<file path="src/rtl/perf_counter_bank.sv">
// perf_counter_bank: multi-channel performance counter bank.
// NUM_CH event channels accumulate multi-unit increments between a start pulse
// and a stop (done pulse or programmable cycle window). At the stop, the results
// and per-channel overflow flags are latched into snapshot registers, which are
// read back through a registered indexed port.
// Optional build macro: PERF_BANK_SAT_EN -- when defined, counters saturate at
// all-ones on overflow; otherwise they wrap modulo 2^CNT_W.
module perf_counter_bank #(
  parameter int NUM_CH = 8,
  parameter int CNT_W  = 32,
  parameter int INC_W  = 4,
  localparam int RD_W  = (NUM_CH > 1) ? $clog2(NUM_CH) : 1
) (
  input  logic                    clk,
  input  logic                    rst_n,
  input  logic                    start_pulse,
  input  logic                    done_pulse,
  input  logic [CNT_W-1:0]        window_len,
  input  logic [NUM_CH-1:0]       ch_en,
  input  logic [NUM_CH*INC_W-1:0] event_inc,
  input  logic [RD_W-1:0]         rd_sel,
  output logic [CNT_W-1:0]        rd_data,
  output logic [CNT_W-1:0]        total_cycles_snap,
  output logic [NUM_CH-1:0]       ovf_flags,
  output logic                    busy,
  output logic                    measurement_done
);

  typedef enum logic [1:0] {IDLE, MEASURING, LATCH} state_t;

  state_t              state_q, state_d;
  logic [CNT_W-1:0]    run_q [NUM_CH];
  logic [CNT_W-1:0]    run_d [NUM_CH];
  logic [CNT_W-1:0]    snap_q [NUM_CH];
  logic [CNT_W-1:0]    snap_d [NUM_CH];
  logic [NUM_CH-1:0]   run_ovf_q, run_ovf_d;
  logic [NUM_CH-1:0]   ch_en_q, ch_en_d;
  logic [NUM_CH-1:0]   ovf_flags_q, ovf_flags_d;
  logic [CNT_W-1:0]    run_total_q, run_total_d;
  logic [CNT_W-1:0]    window_q, window_d;
  logic [CNT_W-1:0]    total_snap_q, total_snap_d;
  logic [CNT_W-1:0]    rd_data_q, rd_data_d;
  logic                meas_done_q, meas_done_d;

  logic [CNT_W-1:0]    ch_next [NUM_CH];
  logic [NUM_CH-1:0]   ch_carry;
  logic [CNT_W-1:0]    total_inc;
  logic [CNT_W-1:0]    total_next;
  logic                stop;

  // Per-channel adder: one extra bit catches the carry-out for the overflow flag.
  for (genvar gi = 0; gi < NUM_CH; gi++) begin : g_ch
    logic [CNT_W:0] sum;
    assign sum          = {1'b0, run_q[gi]} + (CNT_W+1)'(event_inc[gi*INC_W +: INC_W]);
    assign ch_carry[gi] = sum[CNT_W];
`ifdef PERF_BANK_SAT_EN
    assign ch_next[gi]  = sum[CNT_W] ? '1 : sum[CNT_W-1:0];
`else
    assign ch_next[gi]  = sum[CNT_W-1:0];
`endif
  end

  // Cycle counter increment; total_inc is the wrapped value used for the window compare.
`ifdef PERF_BANK_SAT_EN
  logic total_carry;
  assign {total_carry, total_inc} = {1'b0, run_total_q} + (CNT_W+1)'(1);
  assign total_next = total_carry ? '1 : total_inc;
`else
  assign total_inc  = run_total_q + CNT_W'(1);
  assign total_next = total_inc;
`endif

  // Stop on done or when this cycle completes the programmed window.
  assign stop = done_pulse || ((window_q != '0) && (total_inc == window_q));

  // State register and all datapath flops.
  always_ff @(posedge clk) begin
    if (!rst_n) begin
      state_q      <= IDLE;
      for (int i = 0; i < NUM_CH; i++) begin
        run_q[i]  <= '0;
        snap_q[i] <= '0;
      end
      run_ovf_q    <= '0;
      ch_en_q      <= '0;
      ovf_flags_q  <= '0;
      run_total_q  <= '0;
      window_q     <= '0;
      total_snap_q <= '0;
      rd_data_q    <= '0;
      meas_done_q  <= 1'b0;
    end else begin
      state_q      <= state_d;
      run_q        <= run_d;
      snap_q       <= snap_d;
      run_ovf_q    <= run_ovf_d;
      ch_en_q      <= ch_en_d;
      ovf_flags_q  <= ovf_flags_d;
      run_total_q  <= run_total_d;
      window_q     <= window_d;
      total_snap_q <= total_snap_d;
      rd_data_q    <= rd_data_d;
      meas_done_q  <= meas_done_d;
    end
  end

  // Next-state logic: start only from IDLE, stop only from MEASURING.
  always_comb begin
    state_d = state_q;
    case (state_q)
      IDLE:      if (start_pulse) state_d = MEASURING;
      MEASURING: if (stop)        state_d = LATCH;
      LATCH:                      state_d = IDLE;
      default:                    state_d = IDLE;
    endcase
  end

  // Datapath next values: clear/capture on start, accumulate while measuring, snapshot on latch.
  always_comb begin
    run_d        = run_q;
    snap_d       = snap_q;
    run_ovf_d    = run_ovf_q;
    ch_en_d      = ch_en_q;
    ovf_flags_d  = ovf_flags_q;
    run_total_d  = run_total_q;
    window_d     = window_q;
    total_snap_d = total_snap_q;
    case (state_q)
      IDLE: begin
        if (start_pulse) begin
          for (int i = 0; i < NUM_CH; i++) run_d[i] = '0;
          run_ovf_d   = '0;
          run_total_d = '0;
          window_d    = window_len;
          ch_en_d     = ch_en;
        end
      end
      MEASURING: begin
        run_total_d = total_next;
        for (int i = 0; i < NUM_CH; i++) begin
          if (ch_en_q[i]) begin
            run_d[i] = ch_next[i];
            if (ch_carry[i]) run_ovf_d[i] = 1'b1;
          end
        end
      end
      LATCH: begin
        snap_d       = run_q;
        total_snap_d = run_total_q;
        ovf_flags_d  = run_ovf_q;
      end
      default: ;
    endcase
  end

  // Readout mux: out-of-range selects return zero.
  always_comb begin
    rd_data_d = '0;
    for (int i = 0; i < NUM_CH; i++) begin
      if (rd_sel == RD_W'(i)) rd_data_d = snap_q[i];
    end
  end

  // Outputs derived from state: busy outside IDLE, done pulse the cycle after LATCH.
  always_comb begin
    busy        = (state_q != IDLE);
    meas_done_d = (state_q == LATCH);
  end

  assign rd_data           = rd_data_q;
  assign total_cycles_snap = total_snap_q;
  assign ovf_flags         = ovf_flags_q;
  assign measurement_done  = meas_done_q;

endmodule
</file>
<file path="config.mk">
export PLATFORM = sky130hd
export DESIGN_NAME = perf_counter_bank
export DESIGN_NICKNAME = d
export VERILOG_FILES = /design/src/rtl/perf_counter_bank.sv
export SDC_FILE = /design/constraint.sdc
export NUM_CORES = 2
export LEC_CHECK = 0
export CAP_MARGIN = 40
export CORE_MARGIN = 2
export CORE_UTILIZATION = 39
export CTS_CLUSTER_DIAMETER = 30
export DETAILED_ROUTE_END_ITERATION = 7
export PLACE_DENSITY = 0.57
export SLEW_MARGIN = 10
export SYNTH_ARGS = -nofsm -noshare
export SYNTH_HDL_FRONTEND = slang
export SYNTH_SLANG_ARGS = --single-unit
</file>
<file path="constraint.sdc">
create_clock -name clk -period 7.5 [get_ports clk]
set_input_delay 2.25 -clock clk [delete_from_list [all_inputs] [get_ports clk]]
set_output_delay 2.25 -clock clk [all_outputs]
set_load 0.05 [all_outputs]
</file>
Word level (Yosys, flattened, before mapping). Cells that the tools add are included.

Add/subtract/negate cells: 9. $mul: 0. Div/mod/pow operators: 0. $lt $le $gt $ge: 0. Equal/unequal tests: 28. Shift operators: 0. Multiplexer cells: 41. Bitwise gates (word level): 0. Reductions and logical operators: 26.

Operators with widths (number): $mux W32 (17); $pmux W256 S2 (1); $add A32 B4 Y33 (8); $mux W256 (1); $pmux W32 S2 (1); $ne A2 B2 Y1 const B (18); $add A32 B1 Y32 const B (1); $eq A32 B32 Y1 (1); $reduce_and A4 Y1 (8); $reduce_bool A32 Y1 (1); $reduce_and A3 Y1 (8); $mux W1 (16); $pmux W8 S2 (1); $eq A3 B3 Y1 const B (4); $mux W8 (1); $eq A3 B2 Y1 const B (2); $reduce_and A2 Y1 (3); $mux W2 (2); $pmux W2 S2 (1); $reduce_bool A2 Y1 (2); $eq A3 B1 Y1 const B (1); $logic_not A3 Y1 (1); $eq A2 B1 Y1 const B (1); $eq A2 B2 Y1 const B (1); other kinds (3) (3).

Register bits: 667. Latch bits: 0. Memory bits (writable): 0. ROM bits: 0. Output and inout bits: 74. Logic and storage cells: 136. Memories kept: 0.

Depth between registers and ports, before layout.
Depth after elaboration: 9. Mapped depth: 10. Mapped depth without buffers: 9.

Worst setup path after synthesis. OpenSTA, ideal clock, no wires.

Path type: in2reg. Start point: in event_inc[0]. End point: reg run_q[254] (netlist bit). Library setup time: 0.070 ns. Arrival time: 4.065 ns. Path slack: 3.365 ns. Cell stages on the path: 9. Cell sequence: ha_1 > fa_1 > a21o_1 > a21oi_1 > or2_2 > nor3_2 > nand2_1 > or3_1 > a21oi_1.

Word-level cells in the longest chain between the ends: 3.

Ends and longest elaborated chain: start: declaration (line 20) `input logic [NUM_CH*INC_W-1:0] event_inc,`; $add A32 B4 Y33 (line 54) `assign sum = {1'b0, run_q[gi]} + (CNT_W+1)'(event_inc[gi*INC_W +: INC_W]);`; $mux W32 (line 141) `if (ch_en_q[i]) begin`; $pmux W256 S2 (line 128) `case (state_q)`; end signal: assignment (line 94) `run_q <= run_d;`; end: declaration (line 32) `logic [CNT_W-1:0] run_q [NUM_CH];`.

No other way between the ends. The select of a mux whose other input is x is not followed. A chain may end at the register's enable or synchronous reset.

Final worst setup path.
Start point: in start_pulse. End point: reg run_q[254] (netlist bit).

Word-level cells in the longest chain between the ends: 2.

Ends and longest elaborated chain: start: declaration (line 16) `input logic start_pulse,`; $ne A2 B2 Y1 (no line); $reduce_and A3 Y1 (no line).

No other way between the ends.

==> key figures <==
Layout
  • Fill count: 7151
  • NumNets Final: 3820
  • Multi-input gate area: 0.0147 mm^2
  • Finished Cell Area: 0.0366 mm^2
  • Share of layout cells above drive strength 1: 9.32%
  • FF+latch area: 0.0134 mm^2
  • Area Overhead vs Synth: 25.9%

Floorplan
  • Die Height: 277 um
  • IO Pins: 153
  • Width of the chip: 277 um
  • Row count: 100
  • Starting Density: 39.2%
  • Die area: 0.0768 mm^2
  • Core Region: 0.0742 mm^2

GRT
  • Largest net degree at the start of global routing: 198
  • Initial antenna violation count: 3
  • First-pass GRT wire length: 142 mm
  • Number of global-route vias before repair: 24400
  • Global Route Usage Sum: 23.4%
  • Grt ovf: 0

Logic synthesis
  • Fraction of registers with async set/reset: 0%
  • Syn Area/Cell: 8.12 um^2
  • Ys Warns: 0
  • Yosys top cell by area: dfxtp_1
  • EDFF count, synth: 0
  • Yosys cell types: 72
  • XOR/XNOR Fraction of Synth Area: 7.95%
  • Primary FF master, synth: dfxtp_1
  • Commonest cells in the netlist: nand2_1 (809), dfxtp_1 (667), a21oi_1 (428)
  • Post-synthesis compound-gate area fraction: 13.9%
  • Syn Inst Count: 3584
  • Synth Area in Adders: 1.97%
  • Netlist Area Pre-Place: 0.0291 mm^2
  • Multiplexer share of the synthesized area: 2.29%
  • Count leader, synth: nand2_1
  • Largest family of logic cells by synthesized area: simple AND/OR/NAND/NOR gates
  • Sequential share of the synthesized area: 45.9%
  • Net Count, Synth: 3704
  • #FFs+latches synth: 667
  • Synth area leaders: dfxtp_1 (46%), nand2_1 (10%), a21oi_1 (7.4%), xor2_1 (5.3%), nor2_1 (4.6%)
  • Yosys top cell area share: 45.9%
  • Synth Area in Simple Gates: 24.2%

Detailed routing
  • Via count: 25700
  • Routed len/inst: 19.0 um
  • # DRC: 0
  • Total wire length: 91.2 mm
  • Post-route ant nets: 0
  • Iteration-0 DRC Markers: 2067
  • First-pass DRT Iterations: 7
  • DR vias/cell: 5.37

Place
  • Detailed Place HPWL: 61.0 mm
  • Gpl congestion: 0.873
  • DP Area: 0.0314 mm^2
  • Port Buffers: 152
  • Dpl ws: 1740 ps

STA
  • Setup tns final: 0 ps
  • RSZ-0062 raised after global routing: no
  • Hold Fails Final Rpt: 0
  • Clk_skew: 24.0 ps
  • Final Slew Violations: 0
  • Period utilisation layout: 67.1%
  • Final min period: 5030 ps
  • Fmax: 199 MHz
  • Setup WS post-layout: 2470 ps
  • Final setup vio count: 0
  • Pin slew with the least headroom to its limit: 967 ps
  • Worst relative slew slack: 35.5%

Clock network
  • Hold buffer count at cts: 0
  • Htree depth: 4
  • Root Driver: clkbuf_16
  • Setup Buffers After CTS: 0
  • Clock latency on the worst-skew pair: 720 ps
  • Post_cts resized: 0
  • CTS tree: yes
  • Num CTS Buffers: 151
  • Clock-pin slew on the worst setup and hold paths: 40 ps
  • Clock sink total: 667
  • CTS max path bufs: 3

Critical path
  • CP Launch Type: input port
  • Buf+Inv Stages, Crit Path: 1
  • Critical Path RT: 8140 ps
  • Kind of cell adding the most delay to the critical path: simple AND/OR/NAND/NOR gates
  • Setup crit end kind: flip-flop
  • Worst-path fanout max: 13
  • Crit path kind: in -> reg
  • Critical Path, Cell by Cell: clkdlybuf4s50_1, nor3b_4, o21ai_1, or2_2, nor3_2, nand2_1, or3_1, a21oi_1
  • Slowest-stage cell, CP: nor3b_4
  • Worst EP arrival: 5670 ps
  • CP max stage delay: 800 ps

Job
  • Max-cap violation count: 0

Power
  • Power Dens Cells: 295 mW/mm^2
  • Leakage: 12.8 nW
  • Peak supply drop: 227 uV

Hold path
  • Worst min-delay path category: reg -> reg

Status
  • Status: completed
[final cells by class]
class | instances | share of cell area, %
Multi-Input combinational cell | 2633 | 40.1
Tap cell | 969 | 3.31
Sequential cell | 667 | 36.5
Antenna cell | 2 | 0.0137
Clock inverter | 71 | 2.65
Timing Repair Buffer | 201 | 5.36
Inverter | 46 | 0.492
Clock buffer | 201 | 11.6
[cells in the final DEF, fill, tap and decap left out, types with 19 or more instances in the layout]
cell,n
nand2_1,807
dfxtp_1,667
a21oi_1,428
nor2_1,358
xor2_1,177
clkbuf_16,155
clkdlybuf4s50_1,149
nand3_1,106
xnor2_1,87
o21ai_0,79
nand4_1,75
o22ai_1,54
and3_1,46
inv_1,44
nor3_1,36
buf_4,36
ha_1,33
nor4_1,28
a21o_1,27
or3_1,27
clkbuf_1,27
mux4_2,26
a2111oi_0,25
clkinv_2,24
bufinv_16,20
a22oi_1,19
and4_1,19
clkbuf_8,19
[per-layer routing]
| metal | GRT usage [%] | wire length [um] | vias to the layer above | part of all wire [%] |
|---|---|---|---|---|
| met4 | 8.33 | 2300 | 0 | 2.5 |
| met1 | 32.1 | 42100 | 12400 | 46 |
| li1 | - | - | 12500 | - |
| met3 | 3.75 | 4730 | 141 | 5.2 |
| met5 | 0 | 0 | - | 0 |
| met2 | 37.4 | 42000 | 660 | 46 |
[final timing paths]
kind,startpoint,end,slack (ps),depth (start not counted)
setup / recovery,start_pulse,run_q[254],2470,8
hold / removal,snap_q[142],snap_q[142],450,2
setup reg to reg,state_q[0],run_q[154],3950,8
hold reg to reg,snap_q[142],snap_q[142],450,2
[stage by stage]
stage                     hold slack (ps)  cells  utilization [%]  total power [mW]
after floorplan                       420   3584                -              3.98
after global placement                439   4506             42.2              4.18
after detailed placement              445   4516             42.3              4.19
after CTS                             451   4788             49.4              10.9
after global routing                  466   4789             49.4              11.1
final                                 446   4790             49.4              10.8
[state kept, by name (all words and copies together), names as in the netlist, 32 cells and up]
name	flops
rd_data	32
run_q	256
run_total_q	32
snap_q	256
total_cycles_snap	32
window_q	32
[cell families (layout without fill, tap and decap cells)]
kind of cell / Yosys count / count (layout)
flip-flops: 667 / 667
multiplexers: 34 / 34
XOR/XNOR: 264 / 264
buffers and inverters: 284 / 519
AND/OR/NAND/NOR: 1588 / 1588
adder cells (fa/ha/maj): 41 / 41
AO/OA/AOI/OAI: 706 / 706
other: 0 / 2
[power breakdown]
| group | leakage [nW] | switching (mW) | total [mW] | internal, mW |
|---|---|---|---|---|
| clock network | 2.53 | 2.05 | 6.68 | 4.63 |
| registers | 5.38 | 0.0323 | 3.62 | 3.59 |
| logic | 4.87 | 0.356 | 0.508 | 0.152 |
| total | 12.8 | 2.44 | 10.8 | 8.36 |
[worst min-delay path: stages, from the launching register on]
cell and delay (ps):
dfxtp_1 300, nand2_1 50, a21oi_1 50
No activity file was read; power rests on OpenSTA's default activity.
